**config.mk**
```make
export PLATFORM = sky130hd
export DESIGN_NAME = checkpoint_manager
export DESIGN_NICKNAME = d
export VERILOG_FILES = /design/src/rtl/cp_pkg.sv /design/src/rtl/checkpoint_manager.sv
export SDC_FILE = /design/constraint.sdc
export NUM_CORES = 2
export LEC_CHECK = 0
export CAP_MARGIN = 20
export CORE_MARGIN = 1
export CORE_UTILIZATION = 35
export DETAILED_ROUTE_END_ITERATION = 10
export PLACE_DENSITY = 0.64
export SYNTH_ARGS = -nofsm -noshare
export SYNTH_HDL_FRONTEND = slang
export SYNTH_SLANG_ARGS = --single-unit
```
**constraint.sdc**
```tcl
create_clock -name clk -period 69.9 [get_ports clk]
set_clock_uncertainty 0.05 [all_clocks]
set_input_delay 13.98 -clock clk [delete_from_list [all_inputs] [get_ports clk]]
set_output_delay 13.98 -clock clk [all_outputs]
set_load 0.02 [all_outputs]
```
**src/rtl/cp_pkg.sv**
```systemverilog
//============================================================================
// Module  : cp_pkg
// Brief   : Shared types, widths and the range-invalidate mask helper for
//           the branch-recovery checkpoint manager.
// Rev     : 1.0  initial release
//============================================================================
`default_nettype none

`ifndef NUM_D_REG
`define NUM_D_REG 32
`endif
`ifndef NUM_S_REG
`define NUM_S_REG 8
`endif
`ifndef ROB_LENGTH
`define ROB_LENGTH 16
`endif
`ifndef ST_B_LENGTH
`define ST_B_LENGTH 8
`endif

package cp_pkg;

    localparam int CP_NUM   = 4;
    localparam int CP_TAG_W = $clog2(CP_NUM);
    localparam int CP_NUM_D = `NUM_D_REG;
    localparam int CP_NUM_S = `NUM_S_REG;
    localparam int CP_D_W   = $clog2(`NUM_D_REG);
    localparam int CP_S_W   = $clog2(`NUM_S_REG);
    localparam int CP_ROB_W = $clog2(`ROB_LENGTH);
    localparam int CP_SB_W  = $clog2(`ST_B_LENGTH);

    typedef logic [CP_TAG_W-1:0] cp_tag_t;

    typedef struct packed {
        logic                     valid;
        logic                     resolved;
        logic [15:0][CP_D_W-1:0]  d_translation;
        logic [CP_S_W-1:0]        s_translation;
        logic [CP_NUM_D-1:0]      r_free_list;
        logic [CP_NUM_S-1:0]      s_free_list;
        logic [CP_ROB_W-1:0]      rob_tail;
        logic [CP_SB_W-1:0]       sb_tail;
    } cp_entry_t;

    // Slots from 'first' up to but not including 'stop', wrapping around the
    // ring. first == stop only happens when the ring is full, so every slot.
    function automatic logic [CP_NUM-1:0] cp_range_mask(input cp_tag_t first,
                                                        input cp_tag_t stop);
        logic [CP_NUM-1:0] mask;
        cp_tag_t           len;
        cp_tag_t           off;
        mask = '0;
        len  = stop - first;
        for (int i = 0; i < CP_NUM; i++) begin
            off     = cp_tag_t'(i) - first;
            mask[i] = (len == '0) || (off < len);
        end
        return mask;
    endfunction

endpackage

`default_nettype wire

```
**src/rtl/checkpoint_manager.sv**
```systemverilog
//============================================================================
// Module  : checkpoint_manager
// Brief   : Circular store of branch checkpoints (rename tables, free lists,
//           ROB/SB tails). Allocates on dispatch, retires on correct
//           resolve, squashes and restores on mispredict.
// Rev     : 1.0  initial release
//============================================================================
`default_nettype none

module checkpoint_manager
    import cp_pkg::*;
#(
    parameter int NUM_CP     = CP_NUM,
    parameter int NUM_D_REG  = CP_NUM_D,
    parameter int NUM_S_REG  = CP_NUM_S,
    parameter int ROB_LENGTH = `ROB_LENGTH,
    parameter int SB_LENGTH  = `ST_B_LENGTH
) (
    input  logic                                 clk,
    input  logic                                 rst,
    input  logic                                 alloc_valid,
    output logic                                 alloc_ready,
    output logic [$clog2(NUM_CP)-1:0]            alloc_tag,
    input  logic [15:0][$clog2(NUM_D_REG)-1:0]   snap_d_translation,
    input  logic [$clog2(NUM_S_REG)-1:0]         snap_s_translation,
    input  logic [NUM_D_REG-1:0]                 snap_r_free_list,
    input  logic [NUM_S_REG-1:0]                 snap_s_free_list,
    input  logic [$clog2(ROB_LENGTH)-1:0]        snap_rob_tail,
    input  logic [$clog2(SB_LENGTH)-1:0]         snap_sb_tail,
    input  logic                                 resolve_valid,
    input  logic [$clog2(NUM_CP)-1:0]            resolve_tag,
    input  logic                                 resolve_mispredict,
    input  logic                                 commit_free_valid,
    input  logic [$clog2(NUM_D_REG)-1:0]         commit_free_preg,
    input  logic                                 flush,
    output logic                                 restore_valid,
    output logic [15:0][$clog2(NUM_D_REG)-1:0]   restore_d_translation,
    output logic [$clog2(NUM_S_REG)-1:0]         restore_s_translation,
    output logic [NUM_D_REG-1:0]                 restore_r_free_list,
    output logic [NUM_S_REG-1:0]                 restore_s_free_list,
    output logic [$clog2(ROB_LENGTH)-1:0]        restore_rob_tail,
    output logic [$clog2(SB_LENGTH)-1:0]         restore_sb_tail,
    output logic [$clog2(NUM_CP):0]              cp_count
);

    localparam int CNT_W = CP_TAG_W + 1;

    cp_entry_t            r_slots [NUM_CP];
    cp_tag_t              r_head;
    cp_tag_t              r_tail;
    logic [CNT_W-1:0]     r_count;

    logic                 w_full;
    logic                 w_alloc;
    logic                 w_mispredict;
    logic                 w_resolve_ok;
    logic                 w_retire;
    logic [NUM_CP-1:0]    w_inv_mask;
    logic [NUM_D_REG-1:0] w_commit_vec;
    cp_entry_t            w_new_entry;

    assign w_full       = (r_count == CNT_W'(NUM_CP));
    assign alloc_ready  = ~w_full & ~flush & ~(resolve_valid & resolve_mispredict);
    assign alloc_tag    = r_tail;
    assign cp_count     = r_count;
    assign w_alloc      = alloc_valid & alloc_ready;
    assign w_mispredict = ~flush & resolve_valid & resolve_mispredict & r_slots[resolve_tag].valid;
    assign w_resolve_ok = ~flush & resolve_valid & ~resolve_mispredict & r_slots[resolve_tag].valid;
    assign w_retire     = ~flush & r_slots[r_head].valid & r_slots[r_head].resolved;
    assign w_inv_mask   = cp_range_mask(resolve_tag, r_tail);

    // One-hot of the register commit is returning to the free list this cycle
    always_comb begin
        w_commit_vec = '0;
        if (commit_free_valid) begin
            w_commit_vec[commit_free_preg] = 1'b1;
        end
    end

    // Snapshot as it will be written into the allocated slot
    always_comb begin
        w_new_entry               = '0;
        w_new_entry.valid         = 1'b1;
        w_new_entry.resolved      = 1'b0;
        w_new_entry.d_translation = snap_d_translation;
        w_new_entry.s_translation = snap_s_translation;
        w_new_entry.r_free_list   = snap_r_free_list | w_commit_vec;
        w_new_entry.s_free_list   = snap_s_free_list;
        w_new_entry.rob_tail      = snap_rob_tail;
        w_new_entry.sb_tail       = snap_sb_tail;
    end

    // Slot storage: commit-free merge, squash, retire, resolve and allocate
    always_ff @(posedge clk or posedge rst) begin
        if (rst) begin
            for (int i = 0; i < NUM_CP; i++) begin
                r_slots[i] <= '0;
            end
        end else if (flush) begin
            for (int i = 0; i < NUM_CP; i++) begin
                r_slots[i].valid    <= 1'b0;
                r_slots[i].resolved <= 1'b0;
            end
        end else begin
            for (int i = 0; i < NUM_CP; i++) begin
                if (r_slots[i].valid && commit_free_valid) begin
                    r_slots[i].r_free_list[commit_free_preg] <= 1'b1;
                end
                if (w_mispredict && w_inv_mask[i]) begin
                    r_slots[i].valid    <= 1'b0;
                    r_slots[i].resolved <= 1'b0;
                end else if (w_retire && (cp_tag_t'(i) == r_head)) begin
                    r_slots[i].valid    <= 1'b0;
                    r_slots[i].resolved <= 1'b0;
                end else if (w_resolve_ok && (cp_tag_t'(i) == resolve_tag)) begin
                    r_slots[i].resolved <= 1'b1;
                end
                // Allocation never coincides with a mispredict (alloc_ready is low)
                if (w_alloc && (cp_tag_t'(i) == r_tail)) begin
                    r_slots[i] <= w_new_entry;
                end
            end
        end
    end

    // Ring pointers and live-slot count
    always_ff @(posedge clk or posedge rst) begin
        if (rst) begin
            r_head  <= '0;
            r_tail  <= '0;
            r_count <= '0;
        end else if (flush) begin
            r_head  <= '0;
            r_tail  <= '0;
            r_count <= '0;
        end else if (w_mispredict) begin
            // Survivors are exactly [head, resolve_tag); head may still retire
            r_tail  <= resolve_tag;
            r_head  <= r_head + cp_tag_t'(w_retire);
            r_count <= {1'b0, cp_tag_t'(resolve_tag - r_head)} - CNT_W'(w_retire);
        end else begin
            r_head  <= r_head + cp_tag_t'(w_retire);
            r_tail  <= r_tail + cp_tag_t'(w_alloc);
            r_count <= r_count + CNT_W'(w_alloc) - CNT_W'(w_retire);
        end
    end

    // Restore pulse and held payload toward the hazard controller
    always_ff @(posedge clk or posedge rst) begin
        if (rst) begin
            restore_valid         <= 1'b0;
            restore_d_translation <= '0;
            restore_s_translation <= '0;
            restore_r_free_list   <= '0;
            restore_s_free_list   <= '0;
            restore_rob_tail      <= '0;
            restore_sb_tail       <= '0;
        end else begin
            restore_valid <= w_mispredict;
            if (w_mispredict) begin
                restore_d_translation <= r_slots[resolve_tag].d_translation;
                restore_s_translation <= r_slots[resolve_tag].s_translation;
                restore_r_free_list   <= r_slots[resolve_tag].r_free_list | w_commit_vec;
                restore_s_free_list   <= r_slots[resolve_tag].s_free_list;
                restore_rob_tail      <= r_slots[resolve_tag].rob_tail;
                restore_sb_tail       <= r_slots[resolve_tag].sb_tail;
            end
        end
    end

endmodule

`default_nettype wire

```
# Word-level counts from Yosys, hierarchy flattened
# Cells that the tools add are included.
# Widths: inputs -> output; s select.
# word_totals
ff_bits	666
input_bits	144
output_inout_bits	137
elab_cells	260
# op_classes
n_addsub	11
magnitude_cmp	8
eq_ne	10
n_mux	42
bitwise	23
reduce_logical	49
# ops
op	n
$mux 132	8
$bmux 132 s2	2
$or 32x32->32	6
$mux 32	5
$mux 2	11
$logic_and 1x1->1	21
$reduce_bool 5->1	4
$reduce_and 2->1	8
$reduce_bool 4->1	4
$mux 1	13
$eq 2x2->1 const A	6
$and 1x1->1	11
$logic_not 2->1	4
$lt 2x2->1	4
$reduce_bool 2->1	4
$eq 1x2->1 const A	3
$ge 3x3->1 const B	2
$lt 5x6->1 const B	1
$mux 3	2
$not 2->3	2
$demux 1 s5	1
$ge 5x1->1 const B	1
$add 2x1->2	2
$logic_or 1x1->1	4
8 further kinds	14

# Depth between registers and ports, before layout
# depth
depth_word	11
ltp_mapped	13
mapped_depth_nobuf	13

# Least setup slack after synthesis
# No wires, ideal clock.
# synth_timing
path_type	input-to-output
startpoint	input port flush
endpoint	output port alloc_ready
t_arrival_ns	14.531
t_required_ns	55.870
slack_ns	41.339
path_stages	3
path_buffers	1
path_cell_list	buf_6 a21oi_4 and2_1
# synth_between
elab_chain_cells	3
# synth_rtl
element	line	text
start: declaration	checkpoint_manager.sv:35	input logic flush,
$not 1->1 (no line)	n/a	
$and 1x1->1 (2 in series)	checkpoint_manager.sv:63	assign alloc_ready = ~w_full & ~flush & ~(resolve_valid & resolve_mispredict);
end: declaration	checkpoint_manager.sv:22	output logic alloc_ready,
# No other way between the ends.

# Worst setup path after layout
# Same ends and word-level chain as after synthesis.

==> impl_metrics.toml <==
[worst_setup_path]
critical_path.max_fanout = 19
cp-end-kind = "output pin"
worst_ep_required_time_ps = 55870
r2r_cells = 6
cp_data_arrival_time_ps = 15890
critPathLaunchType = "input pin"
worstSetupPathType = "in2out"

[power]
power.density_mw_per_mm2 = 32.88
vdd_drop_max_uv = 19.01
p_leak_nw = 17.52

[place]
dp_hpwl_microns = 49900
place_inst = 4375
gp_congestion = 0.7872
io_buffers = 280

[clock_tree]
clockBufferDepth = 3
postCtsHoldBufs = 0
clkTransAtPathRegs_ps = 60
cts.repair.resized = 0
insertion_delay_ps = 620
cts_setup_buffers = 0
tritoncts = "built"
cts-buffers-inserted = 76
root_buffer = "clkbuf_16"
h-tree-depth = 3
clock_sinks = 666

[routing]
viasPerCell = 5.105
vias = 23070
first_iter_violations = 1792
drc = 0
dr.pass1.iters = 5
wire_per_inst_microns = 19.60
antenna_left = 0
finalWirelength_microns = 88550

[synth]
synth-xor-area-share_pct = 0.2508
yosys.area_share.adder_pct = 0.8191
yosys.area_share.simple_pct = 23.10
ys_types = 50
syn-mean-instance-area_sq_um = 9.550
netlist_area_sq_mm = 0.02994
synth_edf_count = 0
synth_seq_cells = 666
synth.top_cells.by_area = "dfrtp_1, nand2_1, mux4_2, nor2_1, o22ai_1"
syn_inst = 3135
synth_top_family_by_area = "simple AND/OR/NAND/NOR gates"
synth_compound_area_share_pct = 5.822
ys.flop_type = "dfrtp_1"
synth_mux_area_share_pct = 9.955
synth_top_area_share_pct = 55.67
synth-async-reset-ratio_pct = 100.0
synth_top_area_cell = "dfrtp_1"
yosys_warnings = 0
ys_seq_area_share_pct = 55.67
syn-num-nets = 3298

[sta]
tightest_slew_ps = 1129
fmax_ghz = 0.03343
tns_ps = 0
min_period_over_period_pct = 42.80
setup_viol = 0
finalCriticalPeriod_ps = 29920
slew_viol_final = 0
relSlewSlack_pct = 24.54
rsz0062_at_grt = "false"
hold_violations = 0

[floorplanning]
die-width_microns = 294.5
dieArea_sq_mm = 0.08671
core_sq_mm = 0.08409
rows = 106
chipHeight_microns = 294.5
num_io_pins = 281
initial_utilization_pct = 35.61

[global_routing]
gr-total-overflow = 0
antenna_found_initial = 9
gr-usage-all-layers_pct = 20.54
grt_max_degree = 171
grt_pass1_wl_microns = 138900
grt_pass1_vias = 23570

[final_layout]
drive_above_1_share_pct = 9.322
nNetsFinal = 3484
stdcell_count = 4518
syn2layout_area_growth_pct = 19.77

[worst_hold_path]
hold_path.class = "reg2reg"
min_path_cells = 2

[outcome]
status = "complete, no violations"

[job]
drv_cap = 0
-- state kept, by name, summed over array words and instances, names as in the netlist --
| name | count |
|---|---|
| restore_valid | 1 |
| restore_r_free_list | 32 |
| r_head | 2 |
| r_slots | 528 |
| restore_s_free_list | 8 |
| restore_sb_tail | 3 |
| restore_rob_tail | 4 |
| alloc_tag | 2 |
| cp_count | 3 |
| restore_s_translation | 3 |
| restore_d_translation | 80 |
-- kinds of logic (layout without fill, tap and decap cells) --
family / after synthesis / after routing
adder cells (fa/ha/maj): 19 / 19
buffers and inverters: 227 / 471
other: 0 / 5
AO/OA/AOI/OAI: 291 / 291
XOR/XNOR: 7 / 7
multiplexers: 134 / 134
flip-flops: 666 / 666
AND/OR/NAND/NOR: 1791 / 1791
-- worst paths after layout --
kind                                                   to  slack, ps          from
worst min-delay path                         r_slots[146]        420  r_slots[146]
worst max-delay path                          alloc_ready      39980         flush
worst min register to register               r_slots[146]        420  r_slots[146]
max in group asynchronous                    r_slots[350]      52660           rst
worst max register to register               r_slots[480]      66430   cp_count[0]
min in group asynchronous       restore_d_translation[12]      13850           rst
-- power by group --
group	internal, W	leakage, nW	switching, W
clock network	0.000242	1.26	0.000166
logic	0.000113	7.53	0.000119
registers	0.000485	8.72	0.0000550
-- through the flow --
stage	total power (W)	setup WS, ps	hold WS, ps	area, sq um	utilization, %
floorplan	0.0006910	37200	390.3	29940	-
global placement	0.0007677	40010	402.7	33250	39.55
detailed placement	0.0007768	40030	408.5	33250	39.55
CTS	0.001190	40020	422.8	35820	42.60
global route	0.001242	39970	432.4	35860	42.64
finish	0.001179	39980	418.1	35860	42.64
-- layout make-up --
cell class              instances  area, sq um
fillers                      8046        48230
diodes                          5        12.51
clock buffers                 112         2237
multi-input cells            2242        11990
inverters                      13        58.81
flip-flops and latches        666        16670
clock inverters                24        332.8
repair buffers                322         3144
well taps                    1134         1419
-- cell usage after synthesis (all sizes together) (2+ instances only) --
cell type     n
a211oi       34
o31ai         2
clkbuf       60
mux2i         3
a2bb2oi       2
ha           18
o22ai        93
and3b         6
nand4         4
and3          5
nor2b         5
nor2        196
a21oi       113
buf         154
nand3b        2
o21ai        37
nor3          6
and4          4
mux4        131
and2          2
inv          13
a31oi         2
nor3b         7
xnor2         5
a21o          4
dfrtp       666
nand2      1550
-- worst max-delay path: stages --
cell and delay, ps:
clkdlybuf4s50_1 400, buf_4 210, a21oi_4 330, and2_1 300
clkdlybuf4s50_1 650
-- routing by layer --
| metal | track usage (%) | share of wire [%] |
|---|---|---|
| met1 | 27.72 | 43 |
| met2 | 33.23 | 48 |
| met3 | 3.258 | 6.1 |
| met4 | 7.800 | 3.0 |
| met5 | 0 | 0.054 |
-- placed cells by master, fill, tap and decap left out, types with 5 or more instances in the layout --
master / count
nand2_1: 1549
bufinv_16: 5
o21ai_0: 37
diode_2: 5
clkdlybuf4s50_1: 278
a211oi_1: 33
and3b_1: 6
mux4_2: 131
clkbuf_8: 20
buf_4: 39
nor2b_1: 5
a21oi_1: 110
clkbuf_16: 76
ha_1: 18
nor3_1: 5
clkinv_2: 10
o22ai_1: 93
nor2_1: 194
inv_1: 11
xnor2_1: 5
and3_1: 5
dfrtp_1: 666
clkbuf_1: 16
Power figures use the tool's default switching activity.
